### config.mk
export PLATFORM = sky130hd
export DESIGN_NAME = irq_trap_ctrl_flat
export DESIGN_NICKNAME = d
export VERILOG_FILES = /design/src/rtl/riscv_csr_pkg.sv /design/src/rtl/irq_trap_ctrl_if.sv /design/src/rtl/irq_sync.sv /design/src/rtl/irq_trap_ctrl.sv /design/src/flat_wrapper.sv
export SDC_FILE = /design/constraint.sdc
export NUM_CORES = 1
export LEC_CHECK = 0
export BUFFER_PORTS_ARGS = -buffer_cell sky130_fd_sc_hd__buf_2
export CORE_ASPECT_RATIO = 1.2
export CORE_UTILIZATION = 23
export DETAILED_ROUTE_END_ITERATION = 7
export HOLD_SLACK_MARGIN = 0.1
export PLACE_DENSITY = 0.46
export SLEW_MARGIN = 25
export SYNTH_ARGS = -nofsm -noshare
export SYNTH_HDL_FRONTEND = slang
export SYNTH_HIERARCHICAL = 1
export SYNTH_SLANG_ARGS = --single-unit
### constraint.sdc
create_clock -name clock -period 5.2 [get_ports clock]
set_input_delay 0.26 -clock clock [delete_from_list [all_inputs] [get_ports clock]]
set_output_delay 0.26 -clock clock [all_outputs]
set_load 0.05 [all_outputs]
### src/rtl/riscv_csr_pkg.sv
// Machine-mode CSR addresses, interrupt cause codes and trap sequencer state encoding.
// Latency: n/a (declarations only).
// Backpressure: n/a.
package riscv_csr_pkg;

    localparam logic [11:0] CSR_MIE    = 12'h304;
    localparam logic [11:0] CSR_MIP    = 12'h344;
    localparam logic [11:0] CSR_MEPC   = 12'h341;
    localparam logic [11:0] CSR_MCAUSE = 12'h342;
    localparam logic [11:0] CSR_MTVEC  = 12'h305;

    localparam logic [3:0] IRQ_MSI = 4'd3;
    localparam logic [3:0] IRQ_MTI = 4'd7;
    localparam logic [3:0] IRQ_MEI = 4'd11;

    typedef enum logic [2:0] {
        ST_IDLE,
        ST_FLUSH,
        ST_SAVE,
        ST_REDIRECT,
        ST_MRET_FLUSH
    } trap_state_t;

    function automatic logic [31:0] mip_word(input logic meip, input logic mtip, input logic msip);
        return {20'd0, meip, 3'd0, mtip, 3'd0, msip, 3'd0};
    endfunction

endpackage

### src/rtl/irq_trap_ctrl_if.sv
// Commit-stage / CSR-file connection of the machine-mode trap sequencer.
// Latency: n/a (wiring only).
// Backpressure: stall_out holds the commit side for the whole sequence.
interface irq_trap_ctrl_if;
    logic        meie_in, mtie_in, msie_in;
    logic        mstatus_mie_in;
    logic        ext_irq_in, timer_irq_in, sw_irq_in;
    logic        instr_valid_in;
    logic [31:0] pc_in;
    logic        exception_in;
    logic [3:0]  exc_cause_in;
    logic        mret_in;
    logic [31:0] mtvec_in;
    logic [31:0] mepc_in;

    logic [31:0] mip_out;
    logic        stall_out;
    logic        flush_out;
    logic        mepc_wr_en_out;
    logic [31:0] mepc_out;
    logic        mcause_wr_en_out;
    logic [31:0] mcause_out;
    logic        mstatus_trap_out;
    logic        mstatus_mret_out;
    logic        redirect_valid_out;
    logic [31:0] redirect_pc_out;

    modport master (
        output meie_in, mtie_in, msie_in, mstatus_mie_in,
        output ext_irq_in, timer_irq_in, sw_irq_in,
        output instr_valid_in, pc_in, exception_in, exc_cause_in, mret_in,
        output mtvec_in, mepc_in,
        input  mip_out, stall_out, flush_out,
        input  mepc_wr_en_out, mepc_out, mcause_wr_en_out, mcause_out,
        input  mstatus_trap_out, mstatus_mret_out,
        input  redirect_valid_out, redirect_pc_out
    );

    modport slave (
        input  meie_in, mtie_in, msie_in, mstatus_mie_in,
        input  ext_irq_in, timer_irq_in, sw_irq_in,
        input  instr_valid_in, pc_in, exception_in, exc_cause_in, mret_in,
        input  mtvec_in, mepc_in,
        output mip_out, stall_out, flush_out,
        output mepc_wr_en_out, mepc_out, mcause_wr_en_out, mcause_out,
        output mstatus_trap_out, mstatus_mret_out,
        output redirect_valid_out, redirect_pc_out
    );
endinterface

### src/rtl/irq_sync.sv
// Multi-flop synchronizer for one asynchronous interrupt line.
// Latency: STAGES clocks from input edge to output.
// Backpressure: none.
module irq_sync #(
    parameter int STAGES = 2
) (
    input  logic clock,
    input  logic rst_in,
    input  logic async_in,
    output logic sync_out
);
    logic [STAGES-1:0] chain;

    always_ff @(posedge clock) begin
        if (rst_in) begin
            chain <= '0;
        end else begin
            chain <= {chain[STAGES-2:0], async_in};
        end
    end

    assign sync_out = chain[STAGES-1];
endmodule

### src/rtl/irq_trap_ctrl.sv
// Machine-mode trap/MRET sequencer: picks exception > interrupt > mret at commit, writes mepc/mcause, redirects fetch.
// Latency: trap redirect 3 clocks after detection, MRET redirect 2 clocks after detection.
// Backpressure: stall_out high in every non-idle state; commit inputs are ignored meanwhile.
module irq_trap_ctrl
    import riscv_csr_pkg::*;
#(
    parameter int SYNC_STAGES = 2,
    parameter bit VECTORED_EN = 1'b1
) (
    input logic            clock,
    input logic            rst_in,
    irq_trap_ctrl_if.slave bus
);
    logic ext_sync, timer_sync, sw_sync;

    irq_sync #(.STAGES(SYNC_STAGES)) u_sync_ext   (.clock(clock), .rst_in(rst_in), .async_in(bus.ext_irq_in),   .sync_out(ext_sync));
    irq_sync #(.STAGES(SYNC_STAGES)) u_sync_timer (.clock(clock), .rst_in(rst_in), .async_in(bus.timer_irq_in), .sync_out(timer_sync));
    irq_sync #(.STAGES(SYNC_STAGES)) u_sync_sw    (.clock(clock), .rst_in(rst_in), .async_in(bus.sw_irq_in),    .sync_out(sw_sync));

    logic       meip, mtip, msip, irq_take;
    logic [3:0] irq_code;

    assign meip     = ext_sync & bus.meie_in;
    assign mtip     = timer_sync & bus.mtie_in;
    assign msip     = sw_sync & bus.msie_in;
    assign irq_take = bus.mstatus_mie_in & (meip | mtip | msip);

    // Interrupt priority is MEI > MSI > MTI, not numeric order.
    always_comb begin
        if (meip)      irq_code = IRQ_MEI;
        else if (msip) irq_code = IRQ_MSI;
        else           irq_code = IRQ_MTI;
    end

    logic [31:0] mtvec_base, vec_offset;
    assign mtvec_base = bus.mtvec_in & ~32'd3;
    assign vec_offset = (VECTORED_EN && bus.mtvec_in[0]) ? {26'd0, irq_code, 2'b00} : 32'd0;

    trap_state_t state, state_nxt;
    logic [31:0] cause_q, mepc_q, target_q;
    logic        det_load;
    logic [31:0] det_cause, det_target;
    logic        stall, flush, mepc_we, mcause_we, st_trap, st_mret, redir_vld;
    logic [31:0] mepc_o, mcause_o, redir_pc;

    always_comb begin
        state_nxt  = state;
        det_load   = 1'b0;
        det_cause  = 32'd0;
        det_target = 32'd0;
        stall      = 1'b1;
        flush      = 1'b0;
        mepc_we    = 1'b0;
        mcause_we  = 1'b0;
        st_trap    = 1'b0;
        st_mret    = 1'b0;
        redir_vld  = 1'b0;
        mepc_o     = 32'd0;
        mcause_o   = 32'd0;
        redir_pc   = 32'd0;
        case (state)
            ST_IDLE: begin
                stall = 1'b0;
                if (bus.instr_valid_in) begin
                    if (bus.exception_in) begin
                        det_load   = 1'b1;
                        det_cause  = {28'd0, bus.exc_cause_in};
                        det_target = mtvec_base;
                        state_nxt  = ST_FLUSH;
                    end else if (irq_take) begin
                        det_load   = 1'b1;
                        det_cause  = {1'b1, 27'd0, irq_code};
                        det_target = mtvec_base + vec_offset;
                        state_nxt  = ST_FLUSH;
                    end else if (bus.mret_in) begin
                        det_load   = 1'b1;
                        det_target = bus.mepc_in & ~32'd3;
                        state_nxt  = ST_MRET_FLUSH;
                    end
                end
            end
            ST_FLUSH: begin
                flush     = 1'b1;
                state_nxt = ST_SAVE;
            end
            ST_SAVE: begin
                mepc_we   = 1'b1;
                mcause_we = 1'b1;
                st_trap   = 1'b1;
                mepc_o    = mepc_q;
                mcause_o  = cause_q;
                state_nxt = ST_REDIRECT;
            end
            ST_MRET_FLUSH: begin
                flush     = 1'b1;
                st_mret   = 1'b1;
                state_nxt = ST_REDIRECT;
            end
            ST_REDIRECT: begin
                redir_vld = 1'b1;
                redir_pc  = target_q;
                state_nxt = ST_IDLE;
            end
            default: state_nxt = ST_IDLE;
        endcase
    end

    always_ff @(posedge clock) begin
        if (rst_in) begin
            state    <= ST_IDLE;
            cause_q  <= 32'd0;
            mepc_q   <= 32'd0;
            target_q <= 32'd0;
        end else begin
            state <= state_nxt;
            if (det_load) begin
                cause_q  <= det_cause;
                mepc_q   <= bus.pc_in & ~32'd3;
                target_q <= det_target;
            end
        end
    end

    assign bus.mip_out            = mip_word(ext_sync, timer_sync, sw_sync);
    assign bus.stall_out          = stall;
    assign bus.flush_out          = flush;
    assign bus.mepc_wr_en_out     = mepc_we;
    assign bus.mepc_out           = mepc_o;
    assign bus.mcause_wr_en_out   = mcause_we;
    assign bus.mcause_out         = mcause_o;
    assign bus.mstatus_trap_out   = st_trap;
    assign bus.mstatus_mret_out   = st_mret;
    assign bus.redirect_valid_out = redir_vld;
    assign bus.redirect_pc_out    = redir_pc;
endmodule
### src/flat_wrapper.sv
// flat-port wrapper written by rule: the top's interface ports become plain ports
module irq_trap_ctrl_flat import riscv_csr_pkg::*;
#(
    parameter int SYNC_STAGES = 2,
    parameter bit VECTORED_EN = 1'b1
)
  (clock, rst_in, bus_meie_in, bus_mtie_in, bus_msie_in, bus_mstatus_mie_in, bus_ext_irq_in, bus_timer_irq_in, bus_sw_irq_in, bus_instr_valid_in, bus_pc_in, bus_exception_in, bus_exc_cause_in, bus_mret_in, bus_mtvec_in, bus_mepc_in, bus_mip_out, bus_stall_out, bus_flush_out, bus_mepc_wr_en_out, bus_mepc_out, bus_mcause_wr_en_out, bus_mcause_out, bus_mstatus_trap_out, bus_mstatus_mret_out, bus_redirect_valid_out, bus_redirect_pc_out);
  irq_trap_ctrl_if bus_i ();
  input logic clock;
  input logic rst_in;
  input wire logic [$bits(bus_i.meie_in)-1:0] bus_meie_in;
  input wire logic [$bits(bus_i.mtie_in)-1:0] bus_mtie_in;
  input wire logic [$bits(bus_i.msie_in)-1:0] bus_msie_in;
  input wire logic [$bits(bus_i.mstatus_mie_in)-1:0] bus_mstatus_mie_in;
  input wire logic [$bits(bus_i.ext_irq_in)-1:0] bus_ext_irq_in;
  input wire logic [$bits(bus_i.timer_irq_in)-1:0] bus_timer_irq_in;
  input wire logic [$bits(bus_i.sw_irq_in)-1:0] bus_sw_irq_in;
  input wire logic [$bits(bus_i.instr_valid_in)-1:0] bus_instr_valid_in;
  input wire logic [$bits(bus_i.pc_in)-1:0] bus_pc_in;
  input wire logic [$bits(bus_i.exception_in)-1:0] bus_exception_in;
  input wire logic [$bits(bus_i.exc_cause_in)-1:0] bus_exc_cause_in;
  input wire logic [$bits(bus_i.mret_in)-1:0] bus_mret_in;
  input wire logic [$bits(bus_i.mtvec_in)-1:0] bus_mtvec_in;
  input wire logic [$bits(bus_i.mepc_in)-1:0] bus_mepc_in;
  output wire logic [$bits(bus_i.mip_out)-1:0] bus_mip_out;
  output wire logic [$bits(bus_i.stall_out)-1:0] bus_stall_out;
  output wire logic [$bits(bus_i.flush_out)-1:0] bus_flush_out;
  output wire logic [$bits(bus_i.mepc_wr_en_out)-1:0] bus_mepc_wr_en_out;
  output wire logic [$bits(bus_i.mepc_out)-1:0] bus_mepc_out;
  output wire logic [$bits(bus_i.mcause_wr_en_out)-1:0] bus_mcause_wr_en_out;
  output wire logic [$bits(bus_i.mcause_out)-1:0] bus_mcause_out;
  output wire logic [$bits(bus_i.mstatus_trap_out)-1:0] bus_mstatus_trap_out;
  output wire logic [$bits(bus_i.mstatus_mret_out)-1:0] bus_mstatus_mret_out;
  output wire logic [$bits(bus_i.redirect_valid_out)-1:0] bus_redirect_valid_out;
  output wire logic [$bits(bus_i.redirect_pc_out)-1:0] bus_redirect_pc_out;
  assign bus_i.meie_in = bus_meie_in;
  assign bus_i.mtie_in = bus_mtie_in;
  assign bus_i.msie_in = bus_msie_in;
  assign bus_i.mstatus_mie_in = bus_mstatus_mie_in;
  assign bus_i.ext_irq_in = bus_ext_irq_in;
  assign bus_i.timer_irq_in = bus_timer_irq_in;
  assign bus_i.sw_irq_in = bus_sw_irq_in;
  assign bus_i.instr_valid_in = bus_instr_valid_in;
  assign bus_i.pc_in = bus_pc_in;
  assign bus_i.exception_in = bus_exception_in;
  assign bus_i.exc_cause_in = bus_exc_cause_in;
  assign bus_i.mret_in = bus_mret_in;
  assign bus_i.mtvec_in = bus_mtvec_in;
  assign bus_i.mepc_in = bus_mepc_in;
  assign bus_mip_out = bus_i.mip_out;
  assign bus_stall_out = bus_i.stall_out;
  assign bus_flush_out = bus_i.flush_out;
  assign bus_mepc_wr_en_out = bus_i.mepc_wr_en_out;
  assign bus_mepc_out = bus_i.mepc_out;
  assign bus_mcause_wr_en_out = bus_i.mcause_wr_en_out;
  assign bus_mcause_out = bus_i.mcause_out;
  assign bus_mstatus_trap_out = bus_i.mstatus_trap_out;
  assign bus_mstatus_mret_out = bus_i.mstatus_mret_out;
  assign bus_redirect_valid_out = bus_i.redirect_valid_out;
  assign bus_redirect_pc_out = bus_i.redirect_pc_out;
  irq_trap_ctrl #(.SYNC_STAGES(SYNC_STAGES), .VECTORED_EN(VECTORED_EN)) u_core (.clock(clock), .rst_in(rst_in), .bus(bus_i));
endmodule
# Yosys cells after proc, flatten, opt, wreduce, memory -nomap -nowiden
# Index checks and enable logic that the tools add are counted.
# W data, S select, Z words.
[word_totals]
regBits = 103
inputBits = 112
output_inout_bits = 135
word_cells = 54
[op_classes]
add_sub_neg = 1
eq_ne = 6
mux = 30
bitwise = 6
n_reduce_logical = 4
[ops]
columns = ["operator", "n"]
rows = [
  ["$mux W32", 12],
  ["$add A32 B32 Y32", 1],
  ["$mux W3", 5],
  ["$mux W1", 10],
  ["$pmux W3 S3", 1],
  ["$eq A3 B2 Y1 const B", 2],
  ["$mux W6", 1],
  ["$and A1 B1 Y1", 4],
  ["$mux W4", 1],
  ["$ne A4 B3 Y1 const B", 1],
  ["$reduce_or A2 Y1", 2],
  ["$eq A3 B1 Y1 const B", 1],
  ["$eq A3 B3 Y1 const B", 1],
  ["$logic_not A3 Y1", 1],
  ["$ne A2 B2 Y1 const B", 1],
  ["$or A1 B1 Y1", 2],
  ["$reduce_and A2 Y1", 1],
]

# Logic depth before layout (Yosys ltp)
# Gate-level depths: netlist (run 1).
[depth]
depth_word = 9
mapped_depth = 9
ltp_nobuf = 8

# Hierarchy
# The synthesis (run 1) kept the hierarchy.
[by_module_without_submodules]
columns = ["module", "instances", "cells_each", "area_each_um2", "seq_area_each_um2"]
rows = [
  ["irq_trap_ctrl", 1, 663, 4897.2, 1361.3],
  ["irq_sync", 3, 4, 52.6, 40.0],
]

# Worst setup path after synthesis (run 1)
# Ideal clock, no wire load.
[synth_path]
kind = "register to output"
from = "register u_core.state[1]"
to = "output port bus_mepc_out[22]"
arrival_time_ps = 2268
required_ps = 4940
setup_slack_ps = 2672
path_stages_with_launch = 5
n_path_buf = 2
path_cell_list = "dfxtp_1 -> clkbuf_1 -> nor3b_1 -> clkbuf_1 -> and2_1"
[synth_between]
elab_chain_len = 2
[synth_rtl]
columns = ["element", "line_no", "source"]
rows = [
  ["start, declared", "irq_trap_ctrl.sv:39", "trap_state_t state, state_nxt;"],
  ["start signal, assigned", "irq_trap_ctrl.sv:115", "state <= state_nxt;"],
  ["$eq A3 B2 Y1", "irq_trap_ctrl.sv:61", "case (state)"],
  ["$mux W32", "irq_trap_ctrl.sv:61", ""],
  ["end, declared", "flat_wrapper.sv:29", "output wire logic [$bits(bus_i.mepc_out)-1:0] bus_mepc_out;"],
]
# No other way between the ends.

# Final worst setup path (run 1)
[layout_path]
from = "register u_core.u_sync_ext.chain[1]"
to = "register u_core.target_q[24]"
[layout_between]
elab_chain_len = 8
elab_cells_between_ends = 15
cone_classes = "1 x add/sub; 10 x mux; 4 x bitwise"
[layout_rtl]
columns = ["element", "line_no", "source"]
rows = [
  ["start, declared", "irq_sync.sv:12", "logic [STAGES-1:0] chain;"],
  ["start signal, assigned", "irq_sync.sv:18", "chain <= {chain[STAGES-2:0], async_in};"],
  ["$and A1 B1 Y1 *", "irq_trap_ctrl.sv:23", "assign meip = ext_sync & bus.meie_in;"],
  ["$mux W4 / $or A1 B1 Y1 (equally long branches)", "irq_trap_ctrl.sv:30, irq_trap_ctrl.sv:26", ""],
  ["$mux W6 / $or A1 B1 Y1 (equally long branches)", "irq_trap_ctrl.sv:37, irq_trap_ctrl.sv:26", ""],
  ["$add A32 B32 Y32 / $and A1 B1 Y1 (equally long branches)", "irq_trap_ctrl.sv:73, irq_trap_ctrl.sv:26", ""],
  ["$mux W32 / $mux W1 (equally long branches)", "irq_trap_ctrl.sv:70", "end else if (irq_take) begin"],
  ["$mux W32 / $mux W1 (equally long branches)", "irq_trap_ctrl.sv:65", "if (bus.exception_in) begin"],
  ["$mux W32 / $mux W1 (equally long branches)", "irq_trap_ctrl.sv:64", "if (bus.instr_valid_in) begin"],
  ["$mux W32 / $mux W1 (equally long branches)", "irq_trap_ctrl.sv:61", ""],
  ["end signal, assigned", "irq_trap_ctrl.sv:119", "target_q <= det_target;"],
  ["end, declared", "irq_trap_ctrl.sv:40", "logic [31:0] cause_q, mepc_q, target_q;"],
]
# Mark *: on every way between the ends. The rest lies on a longest branch, timed or not.
# A chain may end at the register's enable or synchronous reset.

==> results of run 1 <==
## kinds of logic after synthesis
family	after synthesis	synth area share, %
DFF	74	29.3
adders and majority gates	5	1.39
xor gates and xnor gates	6	1.04
and+or+nand+nor	302	31.6
AOI/OAI and AO/OA	160	21.6
muxes	3	0.594
buffers and inverters	124	14.5
other	1	0.0742
## area by class of cell
type / count / area (sq um) / share of cell area (%)
multi-input cells: 536 / 3090 / 49.0
flip-flops and latches: 74 / 1480 / 23.5
repair buffers: 191 / 1000 / 15.9
well taps: 274 / 343 / 5.44
clock buffers: 12 / 256 / 4.07
clock inverters: 4 / 73.8 / 1.17
inverters: 12 / 45.0 / 0.715
diodes: 4 / 10.0 / 0.159
## layout by cell type, fill, tap and decap left out, types with 7 or more instances in the layout
cell       count
nor2_1        39
inv_1         12
nor3_1        16
nor4_1        13
buf_2        181
o21ai_0       20
a211oi_1      12
a311oi_1       7
conb_1        60
nand3_1       17
dfxtp_1       74
and3_1         9
a21oi_1       50
and2_1        70
nand2_1       89
buf_4          9
nor2b_1       10
clkbuf_16      9
a221oi_1       7
nand4_1        8
o41ai_1        7
## power by group
group          switching [mW]  internal (mW)  leakage, nW
combinational           0.365          0.137         2.04
sequential             0.0278          0.621        0.607
clock                   0.266          0.447        0.163
total                   0.659           1.21         2.81
## per-layer routing
layer,up-vias,share of wire (%),track usage [%]
met5,-,0.053,0
met4,2,1.9,5.74
met3,22,7.4,4.51
met2,218,46,27.4
met1,2397,44,20.6
li1,2583,-,-
## how the worst max path moves through the flow
stage / from / cells past startpoint / endpoint / slack, ns
after global placement: bus_meie_in / 7 / u_core/target_q[3] / 2.09
final: u_core/u_sync_ext/chain[1] / 8 / u_core/target_q[24] / 2.32
after detailed placement: bus_meie_in / 7 / u_core/target_q[6] / 2.09
after floorplan: u_core/state[1] / 4 / bus_mepc_out[22] / 2.67
after CTS: u_core/u_sync_ext/chain[1] / 6 / u_core/target_q[6] / 2.10
after global routing: u_core/u_sync_ext/chain[1] / 8 / u_core/target_q[24] / 2.08
## sequential cells by signal, indices dropped and copies added (netlist names)
| signal | flops |
|---|---|
| u_core/cause_q | 5 |
| u_core/mepc_q | 30 |
| u_core/state | 3 |
| u_core/target_q | 30 |
| u_core/u_sync_ext/chain | 2 |
| u_core/u_sync_sw/chain | 2 |
| u_core/u_sync_timer/chain | 2 |
## metrics by stage
stage | power [mW] | utilization, % | instances | cell area (sq um) | worst slack, ns
final | 1.86 | 29.1 | 1107 | 6300 | 2.32
after global routing | 1.96 | 29.1 | 1104 | 6290 | 2.08
after CTS | 1.89 | 28.9 | 1102 | 6260 | 2.10
after detailed placement | 1.16 | 27.4 | 1086 | 5930 | 2.09
after global placement | 1.16 | 27.4 | 1086 | 5930 | 2.09
after floorplan | 1.05 | - | 734 | 5280 | 2.67
==> flow_metrics.env, run 1 <==
export IMPL_status="complete, no violations"
export IMPL_hold_depth=2
export IMPL_cts_tree="done"
export IMPL_ys_top_cells_by_count="nand2_1, dfxtp_1, and2_1"
export IMPL_critical_path_max_stage_delay_ns=0.50
export IMPL_dieHeight_um=164
export IMPL_drt_first_pass_iters=5
export IMPL_postRouteAntennaNets=0
export IMPL_mappedNetlistArea_sq_um=5050
export IMPL_min_from="bus_ext_irq_in"
export IMPL_max_freq_mhz=347
export IMPL_hold_viol=0
export IMPL_core_sq_um=21600
export IMPL_num_vias=5222
export IMPL_cp_max_fo=11
export IMPL_synth_area_top_cells="dfxtp_1, buf_4, and2_1"
export IMPL_setup_tns_ns=0
export IMPL_drv_slew=0
export IMPL_rrSetupSlack_ns=2.32
export IMPL_path_delay_family="simple AND/OR/NAND/NOR gates"
export IMPL_grt_ovfl_total=0
export IMPL_drive_gt1_share_pct=26.4
export IMPL_worst_pin_slew_ns=0.880
export IMPL_synth_edf_count=0
export IMPL_synth_distinct_cells=70
export IMPL_max_vdd_ir_drop_uv=147
export IMPL_placementRows=59
export IMPL_p_leak_nw=2.81
export IMPL_critPathSlowestCell="or4_1"
export IMPL_period_needed_ns=2.88
export IMPL_wl_mm=18.8
export IMPL_crit_buf_inv=0
export IMPL_reg2reg_depth=8
export IMPL_cts_resized_gates=0
export IMPL_endpoint_kind="flip-flop"
export IMPL_ys_seq_area_share_pct=29.3
export IMPL_antenna_found_initial=3
export IMPL_synth_top_area_share_pct=29.3
export IMPL_synth_cells=675
export IMPL_first_global_vias=4842
export IMPL_yosys_warnings=6
export IMPL_io_pin_count=247
export IMPL_clk_pin_slew_ns=0.06
export IMPL_grt_pass1_wl_mm=27.7
export IMPL_post_drt_wl_per_cell_um=16.9
export IMPL_die_area_sq_um=22600
export IMPL_holdBufCountCts=0
export IMPL_synth_area_per_cell_sq_um=7.49
export IMPL_die_x_um=137
export IMPL_synth_async_reset_ratio_pct=0
export IMPL_r2r_end="u_core/target_q[24]"
export IMPL_worst_clock_skew_ns=0.00553
export IMPL_synth_top_cell_by_area="dfxtp_1"
export IMPL_area_delta_synth_final_pct=24.6
export IMPL_p_per_area_nw_per_um2=296
export IMPL_post_synth_top_count_cell="nand2_1"
export IMPL_cts_root_buffer="clkbuf_16"
export IMPL_min_path_type="in -> reg"
export IMPL_period_share_pct=55.5
export IMPL_crit_chain="a22oi_1 > and2_1 > ha_1 > nor2_1 > a21o_1 > or4_1 > or3_1 > a311oi_1"
export IMPL_cp_data_required_time_ns=5.45
export IMPL_slew_headroom_pct=41.3
export IMPL_drcViolationCount=0
export IMPL_cts_sinks=74
export IMPL_nNetsFinal=941
export IMPL_grt_max_degree=65
export IMPL_fillers=2461
export IMPL_cap_violations=0
export IMPL_drt_iter0_drc=254
export IMPL_finalSetupViolations=0
export IMPL_viasPerCell=4.72
export IMPL_dpl_hpwl_mm=13.5
export IMPL_h_tree_depth=3
export IMPL_arrival_ns=3.13
export IMPL_start_util_pct=23.4
export IMPL_clk_latency_ns=0.35
export IMPL_grtUsageTotal_pct=16.6
export IMPL_clock_path_buffers=2
export IMPL_rr_startpoint="u_core/u_sync_ext/chain[1]"
export IMPL_postCtsSetupRepairBufs=0
export IMPL_synthFlopType="dfxtp_1"
export IMPL_portBuffers=181
export IMPL_rsz0062_at_grt="no"
export IMPL_cts_made_buffers=9
export IMPL_critPathKind="reg -> reg"
export IMPL_whs_ns=0.120
export IMPL_place_congestion=0.774
export IMPL_holdPathEnd="u_core/u_sync_ext/chain[0]"
export IMPL_setup_worst_path_start_class="flip-flop"
export IMPL_ys_seq_elements=74
Power figures use the tool's default switching activity.
==> inputs of run 2 (changes only) <==
--- a/config.mk
+++ b/config.mk
@@ -10,7 +10,7 @@
 export CORE_UTILIZATION = 23
 export DETAILED_ROUTE_END_ITERATION = 7
 export HOLD_SLACK_MARGIN = 0.1
-export PLACE_DENSITY = 0.46
+export PLACE_DENSITY = 0.47
 export SLEW_MARGIN = 25
 export SYNTH_ARGS = -nofsm -noshare
 export SYNTH_HDL_FRONTEND = slang
==> constraint.sdc (replaced) <==
create_clock -name clock -period 2.6 [get_ports clock]
set_input_delay 0.13 -clock clock [delete_from_list [all_inputs] [get_ports clock]]
set_output_delay 0.13 -clock clock [all_outputs]
set_load 0.05 [all_outputs]
==> run 2 against run 1 <==
  * Global-route usage is 0.082 points lower
  * Critical endpoint unchanged
  * Via count increased by 3.7%
  * Flip-flop and latch count unchanged
  * Highest routed layer unchanged
==> flow_metrics.env, run 2 (same netlist as run 1, synthesis figures left out) <==
export IMPL_reg2reg_depth=8
export IMPL_worst_pin_slew_ns=0.797
export IMPL_multi_input_area_sq_um=3100
export IMPL_min_from="bus_mtvec_in[31]"
export IMPL_critical_path_max_stage_delay_ns=0.53
export IMPL_crit_buf_inv=3
export IMPL_die_x_um=137
export IMPL_portBuffers=181
export IMPL_rsz0062_at_grt="yes"
export IMPL_path_delay_family="simple AND/OR/NAND/NOR gates"
export IMPL_placed_cells=1100
export IMPL_critPathKind="in -> reg"
export IMPL_drt_first_pass_iters=5
export IMPL_dieHeight_um=164
export IMPL_stdcell_count=1159
export IMPL_h_tree_depth=3
export IMPL_cts_made_buffers=9
export IMPL_hold_viol=0
export IMPL_die_area_sq_um=22600
export IMPL_period_needed_ns=2.49
export IMPL_wl_mm=19.0
export IMPL_cap_violations=0
export IMPL_fillers=2372
export IMPL_drive_gt1_share_pct=26.4
export IMPL_crit_chain="dlygate4sd3_1 > buf_2 > ha_1 > inv_1 > fa_1 > nand2b_1 > a21o_1 > or4_1 > or3_1 > a311oi_1"
export IMPL_io_pin_count=247
export IMPL_core_sq_um=21600
export IMPL_cts_tree="done"
export IMPL_status="complete, no violations"
export IMPL_grt_max_degree=49
export IMPL_worst_clock_skew_ns=0.00707
export IMPL_viasPerCell=4.67
export IMPL_hold_depth=3
export IMPL_area_delta_synth_final_pct=34.8
export IMPL_clk_latency_ns=0.35
export IMPL_slew_headroom_pct=46.8
export IMPL_cts_sinks=74
export IMPL_postRouteAntennaNets=0
export IMPL_holdPathEnd="u_core/target_q[31]"
export IMPL_min_path_type="in -> reg"
export IMPL_num_vias=5417
export IMPL_mostFrequentLayoutCells="buf_2, nand2_1, dfxtp_1, and2_1, conb_1"
export IMPL_post_drt_wl_per_cell_um=16.4
export IMPL_grt_ovfl_total=0
export IMPL_p_leak_nw=3.04
export IMPL_period_share_pct=95.8
export IMPL_cp_max_fo=3
export IMPL_placementRows=59
export IMPL_drv_slew=0
export IMPL_place_congestion=0.795
export IMPL_nNetsFinal=994
export IMPL_grt_pass1_wl_mm=27.9
export IMPL_first_global_vias=4977
export IMPL_antenna_found_initial=4
export IMPL_rr_startpoint="u_core/u_sync_ext/chain[1]"
export IMPL_finalSetupViolations=0
export IMPL_reg_top3="u_core/mepc_q (30), u_core/target_q (30), u_core/cause_q (5)"
export IMPL_dpl_hpwl_mm=13.8
export IMPL_setup_worst_path_start_class="primary input"
export IMPL_max_freq_mhz=402
export IMPL_endpoint_kind="flip-flop"
export IMPL_postLayoutCoreUtil_pct=31.5
export IMPL_postCtsSetupRepairBufs=0
export IMPL_cp_data_required_time_ns=2.85
export IMPL_p_per_area_nw_per_um2=554
export IMPL_layout_commonest_cell="buf_2"
export IMPL_drcViolationCount=0
export IMPL_arrival_ns=2.74
export IMPL_critPathSlowestCell="dlygate4sd3_1"
export IMPL_seqCellArea_sq_um=1480
export IMPL_r2r_end="u_core/target_q[24]"
export IMPL_clk_pin_slew_ns=0.06
export IMPL_clock_path_buffers=2
export IMPL_drt_iter0_drc=262
export IMPL_max_vdd_ir_drop_uv=301
export IMPL_rrSetupSlack_ns=0.20
export IMPL_grtUsageTotal_pct=16.5
export IMPL_start_util_pct=23.4
export IMPL_cts_root_buffer="clkbuf_16"
==> run 2: cell types whose count changed in the layout (fill, tap and decap cells not counted), sizes merged <==
cell | previous run | this run
diode | 4 | 3
dlygate4sd3 | 0 | 40
buf | 191 | 204
==> run 2: worst max-delay path by stage <==
stage                     slack [ns]  depth (start not counted)                       start             endpoint
final                           0.11                         10             bus_mtvec_in[2]  u_core/target_q[24]
after global routing           -0.02                         10             bus_mtvec_in[2]  u_core/target_q[24]
after CTS                       0.05                         10             bus_mtvec_in[2]  u_core/target_q[24]
after detailed placement        0.14                          8  u_core/u_sync_ext/chain[1]  u_core/target_q[24]
after global placement          0.22                          8  u_core/u_sync_ext/chain[1]  u_core/target_q[24]
after floorplan                 0.20                          4             u_core/state[1]     bus_mepc_out[22]
==> run 2: worst min-delay path, cell delays in order <==
cell,delay [ns]
buf_2,0.10
mux2i_1,0.06
a21oi_1,0.13
==> run 2: report_power, final <==
| part | total (mW) | switching (mW) | internal, mW |
|---|---|---|---|
| Sequential | 1.30 | 0.0573 | 1.24 |
| Clock | 1.41 | 0.517 | 0.894 |
| Combinational | 1.06 | 0.735 | 0.328 |
| Total | 3.77 | 1.31 | 2.46 |
==> run 2: what timing repair did <==
| item | 4_1_cts | 5_1_grt |
|---|---|---|
| hold endpoints to repair | 40 | 0 |
| endpoints found under the setup margin | 0 | 3 |
| gates resized for setup | 0 | 3 |
| hold buffers | 40 | 0 |
==> run 2: routing by layer <==
layer	up-vias	global-route usage, %	wire, um
met2	202	27.9	9160
met4	2	5.00	272
met3	19	4.17	1060
met1	2521	20.4	8520
met5	-	0	8
li1	2673	-	-
==> run 2: stage by stage <==
stage	hold WS [ns]	setup slack (ns)	power, mW	setup TNS (ns)	area [sq um]
after floorplan	0.202	0.202	2.10	0	5280
after global placement	0.338	0.217	2.35	0	6060
after detailed placement	0.344	0.138	2.35	0	6060
after CTS	0.102	0.0521	3.84	0	6790
after global routing	0.113	-0.0221	3.98	-0.0221	6810
final	0.111	0.110	3.77	0	6810
==> run 2: layout make-up <==
cell class / count / area share [%]
Antenna cell: 3 / 0.110
Clock buffer: 12 / 3.76
Clock inverter: 4 / 1.08
Inverter: 12 / 0.661
Multi-Input combinational cell: 536 / 45.5
Sequential cell: 74 / 21.7
Tap cell: 274 / 5.03
Timing Repair Buffer: 244 / 22.1
